[src/rtl/avgmax_unit.sv]
// avgmax_unit: reads NUM_WORDS results back from the SRAM result buffer and
// computes their maximum and truncated average. It then shifts the value
// chosen by P_s out on P_out, MSB first, and pulses done.
//
// Ports:
//   clk        system clock, rising edge
//   rst        asynchronous reset, active-low
//   avgmax_en  start pulse, sampled only while idle
//   P_s        serial select, latched at start (0 = max, 1 = average)
//   ry         SRAM ready; read_data is valid while high
//   read_data  SRAM read data; only the low RES_W bits are used
//   cs_n       SRAM chip select, active-low
//   we_n       SRAM write enable, active-low, tied inactive
//   address    SRAM address (BASE_ADDR + word index, wraps)
//   P_out      serial result bit
//   P_valid    high while P_out carries a valid bit
//   max_val    parallel maximum, held until the next calculation
//   avg_val    parallel average, held until the next calculation
//   busy       high whenever the unit is not idle
//   done       one-cycle pulse at the end of an operation
module avgmax_unit #(
    parameter int NUM_WORDS = 16,
    parameter int ADDR_W    = 8,
    parameter int BASE_ADDR = 0,
    parameter int RES_W     = 17,
    parameter int DATA_W    = 32
) (
    input  logic              clk,
    input  logic              rst,
    input  logic              avgmax_en,
    input  logic              P_s,
    input  logic              ry,
    input  logic [DATA_W-1:0] read_data,
    output logic              cs_n,
    output logic              we_n,
    output logic [ADDR_W-1:0] address,
    output logic              P_out,
    output logic              P_valid,
    output logic [RES_W-1:0]  max_val,
    output logic [RES_W-1:0]  avg_val,
    output logic              busy,
    output logic              done
);

    localparam int LOG2  = $clog2(NUM_WORDS);
    localparam int IDX_W = LOG2;
    localparam int SUM_W = RES_W + LOG2;
    localparam int CNT_W = $clog2(RES_W);

    localparam logic [ADDR_W-1:0] BASE     = ADDR_W'(BASE_ADDR);
    localparam logic [IDX_W-1:0]  LAST_IDX = IDX_W'(NUM_WORDS - 1);
    localparam logic [CNT_W-1:0]  LAST_BIT = CNT_W'(RES_W - 1);

    typedef enum logic [2:0] {
        S_IDLE,
        S_REQ,
        S_WAIT,
        S_ACC,
        S_CALC,
        S_SHIFT,
        S_DONE
    } state_t;

    state_t             state_q;
    logic               ps_q;
    logic [SUM_W-1:0]   sum_q;
    logic [RES_W-1:0]   max_q;
    logic [RES_W-1:0]   r_q;
    logic [IDX_W-1:0]   idx_q;
    logic [IDX_W-1:0]   idx_inc;
    logic [RES_W-1:0]   shreg_q;
    logic [CNT_W-1:0]   bit_cnt_q;
    logic [RES_W-1:0]   avg_calc;
    logic [RES_W-1:0]   sel;

    // This block never writes the buffer.
    assign we_n = 1'b1;

    // Upper data bits carry nothing for this block.
    generate
        if (DATA_W > RES_W) begin : g_unused
            logic unused_upper;
            assign unused_upper = ^read_data[DATA_W-1:RES_W];
        end
    endgenerate

    always_comb begin
        idx_inc  = idx_q + IDX_W'(1);
        // Dropping the low LOG2 bits is the truncating divide by NUM_WORDS.
        avg_calc = sum_q[SUM_W-1:LOG2];
        sel      = ps_q ? avg_calc : max_q;
    end

    always_ff @(posedge clk or negedge rst) begin
        if (!rst) begin
            state_q   <= S_IDLE;
            cs_n      <= 1'b1;
            address   <= BASE;
            P_out     <= 1'b0;
            P_valid   <= 1'b0;
            max_val   <= '0;
            avg_val   <= '0;
            busy      <= 1'b0;
            done      <= 1'b0;
            ps_q      <= 1'b0;
            sum_q     <= '0;
            max_q     <= '0;
            r_q       <= '0;
            idx_q     <= '0;
            shreg_q   <= '0;
            bit_cnt_q <= '0;
        end else begin
            case (state_q)
                S_IDLE: begin
                    if (avgmax_en) begin
                        ps_q    <= P_s;
                        sum_q   <= '0;
                        max_q   <= '0;
                        idx_q   <= '0;
                        address <= BASE;
                        cs_n    <= 1'b0;
                        busy    <= 1'b1;
                        state_q <= S_REQ;
                    end
                end
                S_REQ: begin
                    state_q <= S_WAIT;
                end
                S_WAIT: begin
                    // No timeout: the SRAM is trusted to answer eventually.
                    if (ry) begin
                        r_q     <= read_data[RES_W-1:0];
                        cs_n    <= 1'b1;
                        state_q <= S_ACC;
                    end
                end
                S_ACC: begin
                    sum_q <= sum_q + SUM_W'(r_q);
                    // Strict compare: ties keep the earlier value.
                    if (r_q > max_q) begin
                        max_q <= r_q;
                    end
                    if (idx_q == LAST_IDX) begin
                        state_q <= S_CALC;
                    end else begin
                        idx_q   <= idx_inc;
                        address <= BASE + ADDR_W'(idx_inc);
                        cs_n    <= 1'b0;
                        state_q <= S_REQ;
                    end
                end
                S_CALC: begin
                    max_val   <= max_q;
                    avg_val   <= avg_calc;
                    // MSB goes out immediately; the register then feeds the
                    // remaining bits from position RES_W-2 as it shifts left.
                    shreg_q   <= sel;
                    P_out     <= sel[RES_W-1];
                    P_valid   <= 1'b1;
                    bit_cnt_q <= LAST_BIT;
                    state_q   <= S_SHIFT;
                end
                S_SHIFT: begin
                    if (bit_cnt_q == '0) begin
                        P_out   <= 1'b0;
                        P_valid <= 1'b0;
                        done    <= 1'b1;
                        state_q <= S_DONE;
                    end else begin
                        bit_cnt_q <= bit_cnt_q - CNT_W'(1);
                        P_out     <= shreg_q[RES_W-2];
                        shreg_q   <= shreg_q << 1;
                    end
                end
                S_DONE: begin
                    done    <= 1'b0;
                    busy    <= 1'b0;
                    state_q <= S_IDLE;
                end
                default: begin
                    state_q <= S_IDLE;
                end
            endcase
        end
    end

endmodule

[config.mk]
export PLATFORM = sky130hd
export DESIGN_NAME = avgmax_unit
export DESIGN_NICKNAME = d
export VERILOG_FILES = /design/src/rtl/avgmax_unit.sv
export SDC_FILE = /design/constraint.sdc
export NUM_CORES = 1
export LEC_CHECK = 0
export CORE_MARGIN = 2
export CORE_UTILIZATION = 50
export DETAILED_ROUTE_END_ITERATION = 16
export PLACE_DENSITY = 0.84
export RECOVER_POWER = 25
export SETUP_SLACK_MARGIN = 0.02
export SKIP_CTS_REPAIR_TIMING = 1
export SKIP_LAST_GASP = 1
export SYNTH_ARGS = -nofsm -noshare
export SYNTH_HDL_FRONTEND = slang
export SYNTH_SLANG_ARGS = --single-unit
[constraint.sdc]
create_clock -name clk -period 5.9 [get_ports clk]
set_input_delay 0.59 -clock clk [delete_from_list [all_inputs] [get_ports clk]]
set_output_delay 0.59 -clock clk [all_outputs]
set_load 0.1 [all_outputs]
# Word level (Yosys, flattened, before mapping)
# Cells that the tools add are included.
[classes]
addsub = 3
magnitude_cmp = 1
eq_ne = 13
muxes = 33
n_reduce_logical = 18
[ops]
columns = ["operator", "n"]
rows = [
  ["17-bit two-way mux", 3],
  ["21-bit case mux with 2 select lines", 1],
  ["17-bit case mux with 2 select lines", 1],
  ["16-bit case mux with 2 select lines", 1],
  ["21-bit by 17-bit adder with 21-bit output", 1],
  ["21-bit two-way mux", 1],
  ["3-bit case mux with 6 select lines", 1],
  ["17-bit greater-than comparator", 1],
  ["16-bit two-way mux", 1],
  ["8-bit two-way mux", 2],
  ["8-bit case mux with 2 select lines", 1],
  ["2-bit AND reduction", 7],
  ["3-bit two-way mux", 4],
  ["2-bit != test, second input constant", 6],
  ["5-bit case mux with 2 select lines", 1],
  ["3-bit == test, second input constant", 3],
  ["3-bit AND reduction", 3],
  ["4-bit two-way mux", 2],
  ["1-bit case mux with 2 select lines", 4],
  ["4-bit case mux with 2 select lines", 1],
  ["2-bit nonzero test", 4],
  ["1-bit two-way mux", 7],
  ["3-bit by 2-bit == test with 1-bit output, second input constant", 2],
  ["5-bit logical NOT", 1],
  ["other kinds (9)", 9],
]
[totals]
regBits = 131
input_bits = 37
out_inout_bits = 48
wordCells = 84

# Longest topological paths before layout
# Gate-level depths: netlist of the first run.
[depth]
depth_word = 3
depth_mapped = 10

# Worst setup path after synthesis of the first run
# OpenSTA, ideal clock, no wires.
[synth_path]
path_type = "flip-flop to flip-flop"
startpoint = "reg, netlist name address[0]"
endpoint = "reg address[3]"
arrival_ns = 2.003
required_time_ns = 5.823
setup_slack_ns = 3.819
path_stages_with_launch = 7
synth_period_minus_slack_ns = 2.081
path_cell_list = "dfrtp_1 ha_1 nand4_1 nand2b_1 o21ai_2 or3_1 a21oi_1"
[synth_rtl]
columns = ["element", "line", "rtl"]
rows = [
  ["end signal: assignment", "147", "address <= BASE + ADDR_W'(idx_inc);"],
  ["end: declaration", "36", "output logic [ADDR_W-1:0] address,"],
]

# Final worst setup path of the first run
[layout_path]
startpoint = "in avgmax_en"
endpoint = "reg address[3]"
[layout_between]
elab_chain_cells = 2
[layout_lines]
columns = ["element", "line", "rtl"]
rows = [
  ["start: declaration", "30", "input logic avgmax_en,"],
  ["2-bit != test (no source line)", "n/a", ""],
  ["3-bit AND reduction (no source line)", "n/a", ""],
]
# Every way passes these cells.
# A chain may end at the register's enable or synchronous reset.

==> impl_metrics.csv, run 1 <==
group,metric,value,unit
run_status,violations,"max-capacitance violations, max-slew violations",
pwr,leakage,3.58,nW
clocking,htreeDepth,4,
synthesis,netlist.area_leader.share,47.6,%
synthesis,yosysMostFrequentCell,"nand2_1",
floorplanning,initial_core_util,51.0,%
pwr,p_int,2.61,mW
sta,tightest_slew,2.41,ns
critical_path,r2r-end,"address[3]$_DFFE_PN0P_",
floorplanning,pin_count,85,
route,drt_iter0_drc,371,
pwr,pwr-share-clk,24.8,%
clocking,cts.sinks,123,
critical_path,critPathArrivalTime,3.41,ns
placement,place.gp.congestion,0.921,
cells_and_area,area_delta_synth_final,20.5,%
floorplanning,die_width,117,um
cells_and_area,num_antenna_cells,0,
route,wl,15.9,mm
route,vias,5294,
critical_path,critPathLaunch,"avgmax_en",
critical_path,cp.required,6.24,ns
placement,io_buffer_count,64,
placement,hpwl,11.3,mm
clocking,clk_latency,0.42,ns
cells_and_area,nets,798,
synthesis,synth-async-reset-ratio,100,%
floorplanning,num_rows,41,
synthesis,synth_area_leaders,"dfrtp_1 (48%), nand2_1 (8.7%), ha_1 (7.2%)",
sta,setup_viol,0,
sta,skew,0.00785,ns
run_status,outcome,"finished with violations",
grt,grt_usage,24.9,%
synthesis,syn-cell-area,6410,um^2
pwr,p_per_area,583,nW/um^2
route,drc_errors,0,
critical_path,crit_cells,6,
grt,grt_pass1_wl,26.2,mm
route,first_pass_iters,6,
critical_path,worst-path-max-fanout,8,
synthesis,yosys.area.top_type,"dfrtp_1",
critical_path,critPathMaxStageDelay,1.08,ns
clocking,cts-root-buf,"clkbuf_16",
grt,antenna_found_initial,0,
floorplanning,die_area,13700,um^2
synthesis,ys_seq_area_share,48.0,%
critical_path,end_kind,"flip-flop",
pwr,sw_frac_of_total,42.0,%
synthesis,syn_avg_cell_area,9.57,um^2
critical_path,r2r_cells,6,
critical_path,crit_buf_inv,1,
critical_path,startpoint_type,"input port",
floorplanning,core,12600,um^2
route,wire_per_inst,17.5,um
synthesis,synth_common_cells,"nand2_1 (148), dfrtp_1 (122), o21ai_0 (78), ha_1 (37), inv_1 (23)",
grt,grt_max_degree,80,
pwr,power_frac_seq,30.2,%
synthesis,yosysWarnings,0,
sta,fin_crit_sh,52.1,%
critical_path,worstPathCellList,"clkdlybuf4s50_1 > nand2_2 > nor3_1 > o21ai_0 > or3_1 > a21oi_1",
grt,gr-total-overflow,0,
sta,holdWs,0.474,ns
clocking,tritoncts,"yes",
grt,first_global_vias,5313,
clocking,numCtsBuffers,17,
cells_and_area,drive_gt1_share,7.74,%
route,avgViaCountPerCell,5.83,
cells_and_area,fillers,1036,
pwr,ir_drop,0.316,mV
floorplanning,die_h,117,um
critical_path,slowest_stage,"nor3_1",
pwr,combPwrFrac,45.0,%
synthesis,ys.flop_type,"dfrtp_1",
critical_path,crit_type,"in2reg",
critical_path,ff2ff_setup_slack,2.88,ns
synthesis,ys_types,65,
critical_path,worstSetupEndpoint,"address[3]$_DFFE_PN0P_",
job,max_cap_violations,1,
sta,finalCriticalPeriod,3.07,ns
synthesis,synth-edff-count,0,
clocking,cts_buffer_depth,2,
route,antenna_left,0,
critical_path,path_delay_family,"simple AND/OR/NAND/NOR gates",
clocking,clk_pin_slew_worst_paths,0.05,ns
synthesis,ys_ff_latch,123,
sta,rsz0062_at_grt,"no",
sta,hold_viol,0,
synthesis,synthCells,670,
sta,slew_violations,46,
critical_path,rr_startpoint,"state_q[1]$_DFFE_PN0P_",
hold_path,hold_class,"reg2reg",
sta,setup_tns,0,ns
sta,slew_headroom,-60.8,%
sta,fmax,0.325,GHz
pwr,switching_power,1.90,mW
==> metrics by stage <==
step / setup WS [ns] / instance area [um^2] / total power, mW / cells / utilization, %
floorplan: 3.82 / 6420 / 2.86 / 673 / -
global placement: 3.46 / 7120 / 3.23 / 876 / 56.6
detailed placement: 3.39 / 7120 / 3.36 / 876 / 56.6
CTS: 3.23 / 7750 / 4.49 / 908 / 61.6
global route: 2.35 / 7730 / 4.80 / 908 / 61.5
finish: 2.83 / 7730 / 4.51 / 908 / 61.5
==> worst min path at each step <==
stage / start / to / slack [ns] / depth (start not counted)
floorplan: rst / P_out$_DFFE_PN0N_ / 0.29 / 0
global placement: shreg_q[10]$_DFFE_PN0P_ / shreg_q[10]$_DFFE_PN0P_ / 0.46 / 2
detailed placement: shreg_q[10]$_DFFE_PN0P_ / shreg_q[10]$_DFFE_PN0P_ / 0.47 / 2
CTS: rst / r_q[7]$_DFFE_PN0P_ / 0.17 / 1
global route: avg_val[3]$_DFFE_PN0P_ / avg_val[3]$_DFFE_PN0P_ / 0.49 / 2
finish: max_val[0]$_DFFE_PN0P_ / max_val[0]$_DFFE_PN0P_ / 0.47 / 2
==> power by group through the flow <==
stage                     clock (mW)  sequential (mW)  combinational [mW]
final                           1.12             1.36                2.03
after global placement             0             1.35                1.88
after detailed placement           0             1.37                1.99
after global routing            1.16             1.39                2.25
after floorplan                    0             1.37                1.48
after CTS                       1.12             1.36                2.01
==> cells by family after synthesis <==
| kind of cell | share of synthesized area, % |
|---|---|
| flops | 48.0 |
| mux | 3.10 |
| xor+xnor | 2.19 |
| simple gates | 16.4 |
| other cells | 0.117 |
| buf+inv | 4.29 |
| compound gates | 18.4 |
| fa+ha+maj | 7.53 |
==> layer usage <==
metal | share of wire, % | vias up | track usage, % | wire length, um
met3 | 5.5 | 51 | 5.97 | 870
met5 | 0 | - | 0 | 0
met4 | 3.1 | 0 | 11.4 | 486
met1 | 42 | 2576 | 30.9 | 6600
li1 | - | 2461 | - | -
met2 | 50 | 206 | 41.4 | 7900
==> final cells by class <==
| class | instances | area (um^2) | area share (%) |
|---|---|---|---|
| repair buffers | 67 | 657 | 8.50 |
| flip-flops and latches | 123 | 3080 | 39.8 |
| inverters | 24 | 90.1 | 1.17 |
| multi-input cells | 490 | 3060 | 39.5 |
| well taps | 172 | 215 | 2.78 |
| clock buffers | 25 | 495 | 6.41 |
| clock inverters | 7 | 135 | 1.75 |
==> state kept, by name, summed over array words and instances (netlist names) <==
register	flops
r_q	17
P_out	1
ps_q	1
sum_q	21
state_q	3
shreg_q	16
busy	1
max_q	17
bit_cnt_q	5
cs_n	1
P_valid	1
avg_val	17
done	1
max_val	17
address	4
==> layout by cell type, fill, tap and decap left out, types with 3 or more instances in the layout <==
cell type,Yosys,final
nand2_1,148,148
dfrtp_1,122,122
o21ai_0,78,79
clkdlybuf4s50_1,0,63
ha_1,37,37
inv_1,23,23
o211ai_1,21,21
nor2_1,20,20
nand3_1,18,18
a22o_1,18,18
clkbuf_16,0,17
a21oi_1,16,16
mux2_2,15,15
a21o_1,13,13
xor2_1,11,11
a31oi_1,7,7
nor2b_1,6,6
nand4_1,6,6
nand2b_1,7,6
xnor2_1,5,5
and3_1,5,5
o21a_1,5,5
conb_1,2,5
clkbuf_1,15,5
clkbuf_8,0,4
bufinv_16,0,4
mux2i_1,3,3
nor3_1,2,3
o31ai_1,3,3
clkinv_2,0,3
buf_4,6,3
==> tightest hold or removal path: stages, from the launching register on <==
cell and delay, ns:
dfrtp_1 0.34, nand2_1 0.05, nand2_1 0.05
(Power assumes the default switching activity.)
==> run 2: changes to the inputs <==
--- a/config.mk
+++ b/config.mk
@@ -8,7 +8,7 @@
 export CORE_MARGIN = 2
 export CORE_UTILIZATION = 50
 export DETAILED_ROUTE_END_ITERATION = 16
-export PLACE_DENSITY = 0.84
+export PLACE_DENSITY = 0.86
 export RECOVER_POWER = 25
 export SETUP_SLACK_MARGIN = 0.02
 export SKIP_CTS_REPAIR_TIMING = 1
==> constraint.sdc (replaced) <==
create_clock -name clk -period 2.8 [get_ports clk]
set_input_delay 0.28 -clock clk [delete_from_list [all_inputs] [get_ports clk]]
set_output_delay 0.28 -clock clk [all_outputs]
set_load 0.1 [all_outputs]
==> run 2 against run 1 <==
  * The flow now finishes without violations
  * Setup slack got worse by 2.7 ns
  * Non-clock buffer count increased by 10
  * Highest routed layer unchanged
  * Global-route usage decreased by 0.58 points
  * Final area decreased by 0.92%
  * Cell count increased by 0.88%
  * Critical path depth increased by 2
  * Hold slack got worse by 0.050 ns
==> impl_metrics.csv, run 2 (synthesis gave the netlist of run 1 again) <==
group,metric,value,unit
sta,slew_violations,0,
clocking,numCtsBuffers,17,
cells_and_area,nets,808,
sta,setup_tns,0,ns
pwr,power_frac_seq,30.1,%
sta,hold_viol,0,
route,drc_errors,0,
grt,first_global_vias,5340,
placement,place.gp.congestion,0.959,
placement,hpwl,11.4,mm
critical_path,ff2ff_setup_slack,0.17,ns
grt,grt_usage,24.3,%
route,first_pass_iters,7,
pwr,ir_drop,0.515,mV
critical_path,slowest_stage,"a31oi_4",
floorplanning,pin_count,85,
sta,skew,0.00617,ns
cells_and_area,stdcell_area,7660,um^2
job,max_cap_violations,0,
grt,grt_max_degree,75,
pwr,leakage,3.67,nW
route,wire_per_inst,17.6,um
critical_path,startpoint_type,"flip-flop",
critical_path,path_delay_family,"compound AO/OA/AOI/OAI gates",
sta,holdWs,0.424,ns
cells_and_area,drive_gt1_share,14.9,%
critical_path,rr_startpoint,"max_q[1]$_DFFE_PN0P_",
hold_path,hold_path_depth,3,
pwr,fin_total_pwr,9.31,mW
critical_path,critPathArrivalTime,2.97,ns
sta,tightest_slew,1.43,ns
cells_and_area,area_delta_synth_final,19.4,%
pwr,p_per_area,1220,nW/um^2
cells_and_area,final_cell_mix,"nand2_1 (148), dfrtp_1 (122), o21ai_0 (78)",
pwr,p_int,5.30,mW
grt,antenna_found_initial,0,
sta,setup_viol,0,
critical_path,end_kind,"flip-flop",
cells_and_area,largest_register,"sum_q",
route,wl,16.1,mm
route,avgViaCountPerCell,5.95,
critical_path,crit_type,"reg2reg",
pwr,switching_power,4.01,mW
floorplanning,initial_core_util,51.0,%
hold_path,holdPathEnd,"r_q[0]$_DFFE_PN0P_",
critical_path,worst-path-max-fanout,17,
sta,finalCriticalPeriod,2.63,ns
pwr,sw_frac_of_total,43.1,%
route,drt_iter0_drc,439,
critical_path,crit_buf_inv,1,
pwr,pwr-share-clk,22.4,%
clocking,tritoncts,"yes",
floorplanning,num_rows,41,
clocking,cts-root-buf,"clkbuf_16",
critical_path,worstPathCellList,"inv_1 > ha_1 > nor2b_1 > o21a_1 > o31ai_1 > nand3_1 > a31oi_4 > a22o_1",
floorplanning,die_width,117,um
critical_path,critPathMaxStageDelay,0.57,ns
hold_path,holdCritStartpoint,"read_data[0]",
route,antenna_left,0,
cells_and_area,final_common_cell,"nand2_1",
clocking,cts_buffer_depth,2,
cells_and_area,num_antenna_cells,0,
placement,placed_cell_area,7090,um^2
floorplanning,die_h,117,um
sta,rsz0062_at_grt,"no",
run_status,outcome,"finished clean",
floorplanning,core,12600,um^2
cells_and_area,largest_reg_flops,21,
sta,slew_headroom,4.57,%
sta,fmax,0.380,GHz
clocking,cts.sinks,123,
clocking,clk_latency,0.42,ns
sta,fin_crit_sh,94.0,%
route,vias,5450,
placement,io_buffer_count,64,
critical_path,r2r_cells,8,
critical_path,cp.required,3.14,ns
critical_path,r2r-end,"max_q[10]$_DFFE_PN0P_",
hold_path,hold_class,"in2reg",
floorplanning,die_area,13700,um^2
grt,grt_pass1_wl,25.6,mm
clocking,clk_pin_slew_worst_paths,0.05,ns
grt,gr-total-overflow,0,
cells_and_area,fin_util,60.9,%
clocking,htreeDepth,4,
pwr,combPwrFrac,47.5,%
[run 2: cell count changes in the layout (fill, tap and decap cells not counted), moves of 2 or more]
| cell | previous run | this run |
|---|---|---|
| clkdlybuf4s50_1 | 63 | 20 |
| clkinvlp_4 | 0 | 3 |
| bufinv_16 | 4 | 1 |
| buf_4 | 3 | 53 |
| clkbuf_1 | 5 | 3 |
[run 2: worst register-to-register path: stages (launching register included)]
cell and delay (ns):
dfrtp_1 0.38, inv_1 0.18, ha_1 0.28, nor2b_1 0.15, o21a_1 0.18, o31ai_1 0.34, nand3_1 0.23, a31oi_4 0.57
a22o_1 0.25
[run 2: routing by layer]
metal	track usage, %	vias up	routed length, um
met1	30.9	2661	6350
met4	12.1	0	584
met5	0	-	0
li1	-	2487	-
met2	39.0	255	7850
met3	5.92	47	1290
[run 2: power by group through the flow]
stage / clock, mW / sequential [mW] / combinational (mW)
final: 2.08 / 2.80 / 4.43
after global placement: 0 / 2.77 / 4.09
after CTS: 2.09 / 2.78 / 4.37
after global routing: 2.18 / 2.85 / 4.85
after detailed placement: 0 / 2.80 / 4.31
after floorplan: 0 / 2.89 / 3.13
[run 2: metrics by stage]
stage               worst slack (ns)  cells
finish                         0.169    916
global route                   0.174    916
CTS                            0.311    915
detailed placement             0.357    885
global placement               0.454    885
floorplan                      0.719    673
[run 2: worst max path at each step]
| stage | end | cells past startpoint | from | slack (ns) |
|---|---|---|---|---|
| 6_report | max_q[10]$_DFFE_PN0P_ | 8 | max_q[1]$_DFFE_PN0P_ | 0.17 |
| 5_1_grt | max_q[10]$_DFFE_PN0P_ | 8 | max_q[4]$_DFFE_PN0P_ | 0.17 |
| 4_1_cts | max_q[10]$_DFFE_PN0P_ | 8 | max_q[1]$_DFFE_PN0P_ | 0.31 |
| 3_5_place_dp | max_q[1]$_DFFE_PN0P_ | 8 | max_q[1]$_DFFE_PN0P_ | 0.36 |
| 3_3_place_gp | max_q[3]$_DFFE_PN0P_ | 9 | max_q[4]$_DFFE_PN0P_ | 0.45 |
| 2_1_floorplan | address[3]$_DFFE_PN0P_ | 6 | address[0]$_DFFE_PN0P_ | 0.72 |
[run 2: cell type report]
type	count	area [um^2]
Tap cell	172	215
Timing Repair Buffer	77	637
Clock buffer	24	502
Clock inverter	6	62.6
Multi-Input combinational cell	490	3070
Inverter	24	90.1
Fill cell	980	4910
Sequential cell	123	3080
==> run 3: changes to the inputs <==
==> constraint.sdc (replaced) <==
create_clock -name clk -period 2.8 [get_ports clk]
set_input_delay 0.42 -clock clk [delete_from_list [all_inputs] [get_ports clk]]
set_output_delay 0.42 -clock clk [all_outputs]
set_load 0.1 [all_outputs]
==> run 3 against run 2 <==
  * Count of clock-buffer cells in the layout shrank 2
  * Maximum frequency is 6.5% higher
  * Clock power hardly changed
  * First-iteration DRC count up 6.2%
  * Critical endpoint unchanged
==> impl_metrics.csv, run 3 (synthesis gave the netlist of run 1 again) <==
group,metric,value,unit
route,avgViaCountPerCell,5.84,
hold_path,hold_class,"in2async",
placement,io_buffer_count,64,
clocking,clk_latency,0.42,ns
floorplanning,pin_count,85,
critical_path,critPathArrivalTime,2.82,ns
critical_path,startpoint_type,"flip-flop",
clocking,cts.sinks,123,
cells_and_area,largest_register,"sum_q",
sta,fmax,0.405,GHz
grt,grt_max_degree,58,
sta,holdWs,0.203,ns
floorplanning,die_area,13700,um^2
pwr,p_per_area,1210,nW/um^2
critical_path,slowest_stage,"a31oi_4",
route,wl,15.8,mm
cells_and_area,fin_util,60.8,%
placement,place.gp.congestion,0.943,
floorplanning,core,12600,um^2
route,drc_errors,0,
route,drt_iter0_drc,466,
sta,slew_violations,0,
critical_path,crit_type,"reg2reg",
cells_and_area,final_common_cell,"nand2_1",
critical_path,worstPathCellList,"inv_1 > ha_1 > a21oi_1 > o21a_1 > a2bb2oi_1 > nand3_1 > a31oi_4 > a22o_1",
clocking,numCtsBuffers,17,
placement,placed_cell_area,7090,um^2
route,antenna_left,0,
clocking,tritoncts,"yes",
grt,first_global_vias,5187,
cells_and_area,final_cell_mix,"nand2_1 (148), dfrtp_1 (122), o21ai_0 (78)",
placement,pre_cts_slack,0.376,ns
floorplanning,die_h,117,um
run_status,outcome,"finished clean",
cells_and_area,multiInputGateArea,3070,um^2
grt,gr-total-overflow,0,
clocking,clk_pin_slew_worst_paths,0.06,ns
clocking,cts_buffer_depth,2,
job,max_cap_violations,0,
sta,finalCriticalPeriod,2.47,ns
floorplanning,die_width,117,um
critical_path,critPathMaxStageDelay,0.53,ns
route,wire_per_inst,17.3,um
placement,hpwl,11.3,mm
cells_and_area,stdcell_area,7640,um^2
cells_and_area,regArea,3080,um^2
cells_and_area,largest_reg_flops,21,
sta,skew,0.00981,ns
cells_and_area,num_antenna_cells,0,
grt,grt_pass1_wl,25.8,mm
critical_path,end_kind,"flip-flop",
pwr,ir_drop,0.577,mV
sta,hold_viol,0,
sta,worst_slack,0.329,ns
critical_path,cp.required,3.15,ns
floorplanning,num_rows,41,
sta,setup_viol,0,
cells_and_area,nets,807,
floorplanning,initial_core_util,51.0,%
sta,setup_tns,0,ns
clocking,cts-root-buf,"clkbuf_16",
sta,rsz0062_at_grt,"no",
pwr,leakage,3.67,nW
sta,slew_headroom,8.09,%
route,first_pass_iters,5,
sta,fin_crit_sh,88.3,%
sta,tightest_slew,1.38,ns
cells_and_area,drive_gt1_share,15.3,%
grt,antenna_found_initial,0,
cells_and_area,area_delta_synth_final,19.1,%
route,vias,5353,
cells_and_area,fillers,1027,
clocking,htreeDepth,4,
grt,grt_usage,24.6,%
critical_path,worst-path-max-fanout,17,
run 3: power by group:
| group | internal (mW) | switching [mW] |
|---|---|---|
| Combinational | 1.73 | 2.67 |
| Clock | 1.29 | 0.797 |
| Sequential | 2.24 | 0.539 |
| Total | 5.25 | 4.00 |
run 3: per-stage QoR:
stage	total power [mW]	instances
after floorplan	6.02	673
after global routing	9.85	917
after detailed placement	7.08	885
after global placement	6.87	885
final	9.26	917
after CTS	9.21	917
run 3: final cells by class:
| type | instances | share of cell area [%] |
|---|---|---|
| clock inverters | 10 | 1.21 |
| repair buffers | 76 | 8.06 |
| well taps | 172 | 2.82 |
| clock buffers | 22 | 6.21 |
| multi-input cells | 490 | 40.2 |
| inverters | 24 | 1.18 |
| flip-flops and latches | 123 | 40.3 |
run 3: path summary, 6_finish.rpt:
kind                                               from                        to  slack, ns  cells after the start
worst max-delay path              max_q[12]$_DFFE_PN0P_     max_q[10]$_DFFE_PN0P_       0.33                      8
worst min-delay path                                rst  bit_cnt_q[3]$_DFFE_PN0P_       0.20                      1
worst max register to register    max_q[12]$_DFFE_PN0P_     max_q[10]$_DFFE_PN0P_       0.33                      8
worst min register to register  max_val[10]$_DFFE_PN0P_   max_val[10]$_DFFE_PN0P_       0.48                      2
max in group asynchronous                           rst      max_q[6]$_DFFE_PN0P_       0.66                      2
min in group clk                max_val[10]$_DFFE_PN0P_   max_val[10]$_DFFE_PN0P_       0.48                      2
run 3: per-layer routing:
layer	part of all wire, %	vias to the layer above	wire, um	global-route usage, %
met5	0	-	0	0
met4	2.5	0	395	9.73
met3	7.0	36	1110	5.92
met2	50	213	7910	40.8
met1	41	2618	6420	31.3
li1	-	2486	-	-
run 3: critical path: cells and delay by family, from the launching register on:
kind	cells	cell delay [ns]
adder cells (fa/ha/maj)	1	0.30
buffers and inverters	1	0.16
flip-flops	1	0.38
AND/OR/NAND/NOR	1	0.19
AO/OA/AOI/OAI	5	1.37
